### config.mk
export PLATFORM = sky130hd
export DESIGN_NAME = mc_router_stage_flat
export DESIGN_NICKNAME = d
export VERILOG_FILES = /design/src/rtl/mc_router_stage_if.sv /design/src/rtl/mc_router_stage.sv /design/src/flat_wrapper.sv
export SDC_FILE = /design/constraint.sdc
export NUM_CORES = 1
export LEC_CHECK = 0
export BUFFER_PORTS_ARGS = -buffer_cell sky130_fd_sc_hd__buf_2
export CORE_MARGIN = 2
export CORE_UTILIZATION = 60
export CTS_CLUSTER_SIZE = 28
export DETAILED_ROUTE_END_ITERATION = 10
export PLACE_DENSITY_LB_ADDON = 0.12
export SLEW_MARGIN = 40
export SYNTH_ARGS = -nofsm -noshare
export SYNTH_HDL_FRONTEND = slang
export SYNTH_SLANG_ARGS = --single-unit
### constraint.sdc
create_clock -name clk -period 4.39 [get_ports clk]
set_input_delay 0.2195 -clock clk [delete_from_list [all_inputs] [get_ports clk]]
set_output_delay 0.2195 -clock clk [all_outputs]
set_load 0.01 [all_outputs]
### src/rtl/mc_router_stage_if.sv
// Link bundle for mc_router_stage: upstream req/bussy input and downstream req/bussy output.
// The stage itself connects through the slave modport; neighbours or a bench drive the master side.
interface mc_router_stage_if #(
  parameter int FLIT_W = 16
);
  logic [FLIT_W-1:0] input_data;
  logic              input_req;
  logic              input_bussy;
  logic [FLIT_W-1:0] output_data;
  logic              output_req;
  logic              output_bussy;

  modport master (
    output input_data, input_req, output_bussy,
    input  input_bussy, output_data, output_req
  );

  modport slave (
    input  input_data, input_req, output_bussy,
    output input_bussy, output_data, output_req
  );
endinterface

### src/rtl/mc_router_stage.sv
// Router stage: per-class FWFT FIFOs, packet-atomic highest-class-first forwarding.
// Optional starvation guard enabled by defining STARVE_GUARD_EN.
module mc_router_stage #(
  parameter int FLIT_W       = 16,
  parameter int DEPTH        = 4,
  parameter int NUM_CLASS    = 2,
  parameter int STARVE_LIMIT = 8
) (
  input  logic                 clk,
  input  logic                 rst,
  mc_router_stage_if.slave     link,
  output logic [NUM_CLASS-1:0] class_empty,
  output logic                 drop_err
);

  localparam int PTR_W = $clog2(DEPTH);
  localparam int CLS_W = (NUM_CLASS > 1) ? $clog2(NUM_CLASS) : 1;

  localparam logic [0:0] IDLE   = 1'b0;
  localparam logic [0:0] LOCKED = 1'b1;

  localparam logic [2:0] K_BODY   = 3'b100;
  localparam logic [2:0] K_SINGLE = 3'b101;
  localparam logic [2:0] K_RSVD   = 3'b110;
  localparam logic [2:0] K_TAIL   = 3'b111;

  function automatic logic [CLS_W-1:0] clamp_cls(input logic [1:0] raw);
    if (int'(raw) >= NUM_CLASS) return CLS_W'(NUM_CLASS - 1);
    return raw[CLS_W-1:0];
  endfunction

  logic [FLIT_W-1:0]    mem       [NUM_CLASS][DEPTH];
  logic [PTR_W-1:0]     wr_ptr    [NUM_CLASS];
  logic [PTR_W-1:0]     rd_ptr    [NUM_CLASS];
  logic [PTR_W:0]       count     [NUM_CLASS];
  logic [FLIT_W-1:0]    head_flit [NUM_CLASS];
  logic [NUM_CLASS-1:0] full, empty, is_start, push, pop;

  logic [2:0]       in_kind;
  logic             in_head, in_mid, malformed, in_xfer, in_open;
  logic [CLS_W-1:0] tgt, in_cls;

  logic [0:0]       state;
  logic [CLS_W-1:0] lock_cls, held_cls, sel, pick_hi;
  logic             held, out_xfer;
  logic [2:0]       out_kind;

`ifdef STARVE_GUARD_EN
  localparam int CNT_W = $clog2(STARVE_LIMIT + 1);
  logic [CNT_W-1:0] starve_cnt;
  logic [CLS_W-1:0] pick_lo;
  logic             lower_waiting;
`endif

  // A class is grantable only when its oldest entry starts a packet; orphans are skipped.
  always_comb begin
    for (int c = 0; c < NUM_CLASS; c++) begin
      empty[c]     = (count[c] == '0);
      full[c]      = (count[c] == (PTR_W+1)'(DEPTH));
      head_flit[c] = mem[c][rd_ptr[c]];
      is_start[c]  = !empty[c] &&
                     (!head_flit[c][FLIT_W-1] || head_flit[c][FLIT_W-1 -: 3] == K_SINGLE);
    end
  end

  assign class_empty = empty;

  always_comb begin
    in_kind   = link.input_data[FLIT_W-1 -: 3];
    in_head   = !in_kind[2];
    in_mid    = (in_kind == K_BODY) || (in_kind == K_TAIL);
    tgt       = in_cls;
    if (in_head)
      tgt = clamp_cls(in_kind[1:0]);
    else if (in_kind == K_SINGLE)
      tgt = clamp_cls(link.input_data[1:0]);
    malformed        = (in_head && in_open) || (in_mid && !in_open) || (in_kind == K_RSVD);
    link.input_bussy = !malformed && full[tgt];
    in_xfer          = link.input_req && !link.input_bussy;
    push             = '0;
    if (in_xfer && !malformed)
      push[tgt] = 1'b1;
  end

  always_ff @(posedge clk or negedge rst) begin
    if (!rst) begin
      in_open  <= 1'b0;
      in_cls   <= '0;
      drop_err <= 1'b0;
    end else begin
      drop_err <= in_xfer && malformed;
      if (in_xfer && !malformed) begin
        if (in_head) begin
          in_open <= 1'b1;
          in_cls  <= tgt;
        end else if (in_kind == K_TAIL) begin
          in_open <= 1'b0;
        end
      end
    end
  end

  // A held grant or a lock overrides fresh arbitration so the presented flit never changes under backpressure.
  always_comb begin
    pick_hi = '0;
    for (int c = 0; c < NUM_CLASS; c++)
      if (is_start[c]) pick_hi = CLS_W'(c);
    sel = pick_hi;
`ifdef STARVE_GUARD_EN
    pick_lo = '0;
    for (int c = NUM_CLASS - 1; c >= 0; c--)
      if (is_start[c]) pick_lo = CLS_W'(c);
    if (starve_cnt >= CNT_W'(STARVE_LIMIT))
      sel = pick_lo;
`endif
    if (state == LOCKED)
      sel = lock_cls;
    else if (held)
      sel = held_cls;
    link.output_req  = (state == LOCKED) ? !empty[lock_cls] : (held || (|is_start));
    link.output_data = link.output_req ? head_flit[sel] : '0;
    out_xfer         = link.output_req && !link.output_bussy;
    out_kind         = head_flit[sel][FLIT_W-1 -: 3];
    pop              = '0;
    if (out_xfer)
      pop[sel] = 1'b1;
`ifdef STARVE_GUARD_EN
    lower_waiting = 1'b0;
    for (int c = 0; c < NUM_CLASS; c++)
      if (c < int'(sel) && is_start[c]) lower_waiting = 1'b1;
`endif
  end

  always_ff @(posedge clk or negedge rst) begin
    if (!rst) begin
      state    <= IDLE;
      lock_cls <= '0;
      held     <= 1'b0;
      held_cls <= '0;
    end else if (state == IDLE) begin
      if (out_xfer) begin
        held <= 1'b0;
        if (!out_kind[2]) begin
          state    <= LOCKED;
          lock_cls <= sel;
        end
      end else if (link.output_req) begin
        held     <= 1'b1;
        held_cls <= sel;
      end
    end else if (out_xfer && out_kind == K_TAIL) begin
      state <= IDLE;
    end
  end

`ifdef STARVE_GUARD_EN
  always_ff @(posedge clk or negedge rst) begin
    if (!rst)
      starve_cnt <= '0;
    else if (state == IDLE && out_xfer) begin
      if (!lower_waiting)
        starve_cnt <= '0;
      else if (starve_cnt != CNT_W'(STARVE_LIMIT))
        starve_cnt <= starve_cnt + CNT_W'(1);
    end
  end
`endif

  always_ff @(posedge clk or negedge rst) begin
    if (!rst) begin
      for (int c = 0; c < NUM_CLASS; c++) begin
        wr_ptr[c] <= '0;
        rd_ptr[c] <= '0;
        count[c]  <= '0;
      end
    end else begin
      for (int c = 0; c < NUM_CLASS; c++) begin
        if (push[c]) wr_ptr[c] <= wr_ptr[c] + PTR_W'(1);
        if (pop[c])  rd_ptr[c] <= rd_ptr[c] + PTR_W'(1);
        count[c] <= count[c] + (PTR_W+1)'(push[c]) - (PTR_W+1)'(pop[c]);
      end
    end
  end

  // Storage needs no reset; pointers and counts define what is valid.
  always_ff @(posedge clk) begin
    for (int c = 0; c < NUM_CLASS; c++)
      if (push[c]) mem[c][wr_ptr[c]] <= link.input_data;
  end

endmodule

### src/flat_wrapper.sv
// flat-port wrapper written by rule: the top's interface ports become plain ports
module mc_router_stage_flat 
#(
  parameter int FLIT_W       = 16,
  parameter int DEPTH        = 4,
  parameter int NUM_CLASS    = 2,
  parameter int STARVE_LIMIT = 8
)
  (clk, rst, class_empty, drop_err, link_input_data, link_input_req, link_output_bussy, link_input_bussy, link_output_data, link_output_req);
  mc_router_stage_if #(.FLIT_W(FLIT_W)) link_i ();
  input  logic clk;
  input  logic rst;
  output logic [NUM_CLASS-1:0] class_empty;
  output logic drop_err;
  input wire logic [$bits(link_i.input_data)-1:0] link_input_data;
  input wire logic [$bits(link_i.input_req)-1:0] link_input_req;
  input wire logic [$bits(link_i.output_bussy)-1:0] link_output_bussy;
  output wire logic [$bits(link_i.input_bussy)-1:0] link_input_bussy;
  output wire logic [$bits(link_i.output_data)-1:0] link_output_data;
  output wire logic [$bits(link_i.output_req)-1:0] link_output_req;
  assign link_i.input_data = link_input_data;
  assign link_i.input_req = link_input_req;
  assign link_i.output_bussy = link_output_bussy;
  assign link_input_bussy = link_i.input_bussy;
  assign link_output_data = link_i.output_data;
  assign link_output_req = link_i.output_req;
  mc_router_stage #(.FLIT_W(FLIT_W), .DEPTH(DEPTH), .NUM_CLASS(NUM_CLASS), .STARVE_LIMIT(STARVE_LIMIT)) u_core (.clk(clk), .rst(rst), .link(link_i), .class_empty(class_empty), .drop_err(drop_err));
endmodule
==> reports/metrics.yaml <==
finalWirelength_um: 11600
grt_max_degree: 22
layout-drive-gt1-share_pct: 31.5
rsz0062_at_grt: "no"
drc_errors: 0
cap_violations: 0
post-place-ws_ns: 0.798
ant_nets: 0
synth_edf_count: 128
synthCells: 343
synthArstFlopShare_pct: 14.1
diodes: 0
setup_violations: 0
period_share_pct: 80.8
tritoncts: "done"
area_delta_synth_final_pct: 17.4
endpoint_kind: "output port"
ys.warnings.count: 0
cts_root_buffer: "clkbuf_8"
cts.hold.buffers_added: 15
finalMaxSlewViolations: 0
max_slew.worst_pin.slew_ns: 0.630
timing.slew.headroom_pct: 57.7
cts_max_level: 4
clk_latency_ns: 0.53
crit_type: "flip-flop to output port"
path_clk_slew_ns: 0.06
final_core_util_pct: 72.1
nNetsFinal: 446
die_h_um: 106
first_pass_iters: 6
antenna_found_initial: 0
startpoint_type: "flip-flop"
start_util_pct: 61.4
die_w_um: 106
vdd_drop_max_mv: 0.422
syn_area_um2: 6280
syn_area_per_cell_um2: 18.3
syn-num-nets: 377
critical_path_peak_fanout: 16
powerDensity_nw_per_um2: 674
ys_seq_area_share_pct: 69.5
postCtsSetupBuffers: 0
path_cells: "mux4_2 > nand2b_4 > a2bb2oi_2 > buf_4 > mux2i_1 > nor2_1 > buf_2"
rows: 37
drt_iter0_markers: 226
crit_required_ns: 4.17
viasPerCell: 5.72
clock-sinks: 149
grt_pass1_vias: 3353
hold_path_class: "input pin to flip-flop"
hold_ws_ns: 0.0658
die_area_um2: 11300
core_area_um2: 10200
grt_pass1_wl_um: 18400
cts_inserted_buffers: 17
crit_slowest_cell: "dfrtp_1"
status: "completed"
ios: 41
via_count: 3208
yosysUniqueCellTypes: 42
max_freq_ghz: 0.282
wl_per_cell_um: 20.7
hpwl_um: 7170
clock_skew_ns: 0.00804
ys_ff_latch: 149
cp_slowest_stage_delay_ns: 0.71
clk_path_buf_depth: 2
grt.total_usage_pct: 23.0
ys.flop_type: "edfxtp_1"
portBuffers: 40
grt-ovfl-total: 0
leakagePower_nw: 2.69
setup_ws_ns: 0.844
setup_tns_ns: 0
min_period_ns: 3.55
hold_violations: 0
postCtsResizedCells: 0
arrival_ns: 3.33
finalWeightedCongestion: 0.854
-- layout make-up --
cell class | instances | area [um^2]
clock buffer | 17 | 414
clock inverter | 15 | 176
fill | 610 | 2850
inverter | 17 | 63.8
multi-input combinational | 163 | 1770
sequential | 149 | 4370
tap | 136 | 170
timing repair buffer | 64 | 418
-- worst max-delay path, delay by kind of cell (launching register included) --
kind | cells | cell delay, ns
multiplexers | 2 | 0.87
flip-flops | 1 | 0.71
buffers and inverters | 2 | 0.55
AO/OA/AOI/OAI | 1 | 0.39
AND/OR/NAND/NOR | 2 | 0.27
-- per-layer routing --
metal,up-vias,share of wire [%],wire (um),track usage [%]
li1,1474,-,-,-
met1,1610,44,5110,31.1
met2,114,49,5720,36.5
met3,10,5.8,674,6.74
met4,0,0.86,100,7.42
met5,-,0,0,0
-- cells in the mapped netlist (2+ instances only) --
| master | n | area [um^2] |
|---|---|---|
| nand2_1 | 14 | 52.6 |
| o21ai_0 | 8 | 40.0 |
| inv_1 | 17 | 63.8 |
| o21bai_1 | 2 | 15.0 |
| ha_1 | 12 | 150 |
| xnor2_1 | 6 | 52.6 |
| a311o_1 | 2 | 20.0 |
| nor3_1 | 4 | 20.0 |
| mux4_2 | 32 | 721 |
| xor2_1 | 4 | 35.0 |
| edfxtp_1 | 128 | 3840 |
| and2_1 | 8 | 50.1 |
| mux2i_1 | 16 | 160 |
| nand3_1 | 2 | 10.0 |
| nor2b_1 | 3 | 18.8 |
| nand2b_4 | 2 | 27.5 |
| fa_1 | 2 | 40.0 |
| nor2_1 | 20 | 75.1 |
| mux2_2 | 4 | 45.0 |
| a21oi_2 | 2 | 17.5 |
| a21oi_1 | 2 | 10.0 |
| nor3b_1 | 2 | 15.0 |
| clkbuf_1 | 8 | 30.0 |
| dfrtp_1 | 21 | 526 |
| buf_6 | 5 | 56.3 |
-- placed cells by master, fill, tap and decap left out, types with 12 or more instances in the layout --
| cell type | n |
|---|---|
| buf_2 | 40 |
| clkbuf_16 | 16 |
| dfrtp_1 | 21 |
| dlygate4sd3_1 | 15 |
| edfxtp_1 | 128 |
| ha_1 | 12 |
| inv_1 | 17 |
| mux2i_1 | 16 |
| mux4_2 | 32 |
| nand2_1 | 14 |
| nor2_1 | 20 |
-- final timing paths --
path	startpoint	to	slack (ns)	depth (start not counted)
max	u_core.rd_ptr[0]$_DFFE_PN0P_	link_output_data[5]	0.84	7
min	link_input_data[14]	u_core.mem[0][14]$_DFFE_PP_	0.07	1
max reg2reg	u_core.rd_ptr[0]$_DFFE_PN0P_	u_core.count[2]$_DFF_PN0_	0.87	13
min reg2reg	u_core.count[2]$_DFF_PN0_	u_core.count[2]$_DFF_PN0_	0.50	1
max in group asynchronous	rst	u_core.count[5]$_DFF_PN0_	3.84	2
min in group asynchronous	rst	u_core.held_cls$_DFFE_PN0P_	0.20	2
-- power breakdown --
| part | internal (mW) | switching (mW) | leakage, nW |
|---|---|---|---|
| combinational | 0.787 | 0.876 | 1.00 |
| clock | 0.868 | 0.562 | 0.282 |
| sequential | 1.73 | 0.149 | 1.40 |
| total | 3.39 | 1.59 | 2.69 |
-- through the flow --
| stage | cell area [um^2] | cells | power (mW) |
|---|---|---|---|
| 2_1_floorplan | 6280 | 343 | 3.10 |
| 3_3_place_gp | 6630 | 514 | 3.55 |
| 3_5_place_dp | 6640 | 514 | 3.58 |
| 4_1_cts | 7380 | 561 | 5.03 |
| 5_1_grt | 7380 | 561 | 5.25 |
| 6_report | 7380 | 561 | 4.98 |
-- registers in the layout, indices dropped and copies added (netlist names) --
name,count
u_core.mem,128
u_core.count,6
u_core.rd_ptr,4
u_core.wr_ptr,4
u_core.drop_err,1
u_core.held,1
u_core.held_cls,1
u_core.in_cls,1
u_core.in_open,1
u_core.lock_cls,1
u_core.state,1
-- cell families (layout without fill, tap and decap cells) --
| kind of cell | Yosys count | in the layout | share of synthesized area, % |
|---|---|---|---|
| compound gates | 25 | 25 | 3.23 |
| xor+xnor | 10 | 10 | 1.39 |
| fa+ha+maj | 14 | 14 | 3.03 |
| buf+inv | 31 | 113 | 2.51 |
| flops | 149 | 149 | 69.5 |
| mux | 53 | 53 | 14.9 |
| simple gates | 61 | 61 | 5.40 |
No activity file was read; power rests on OpenSTA's default activity.
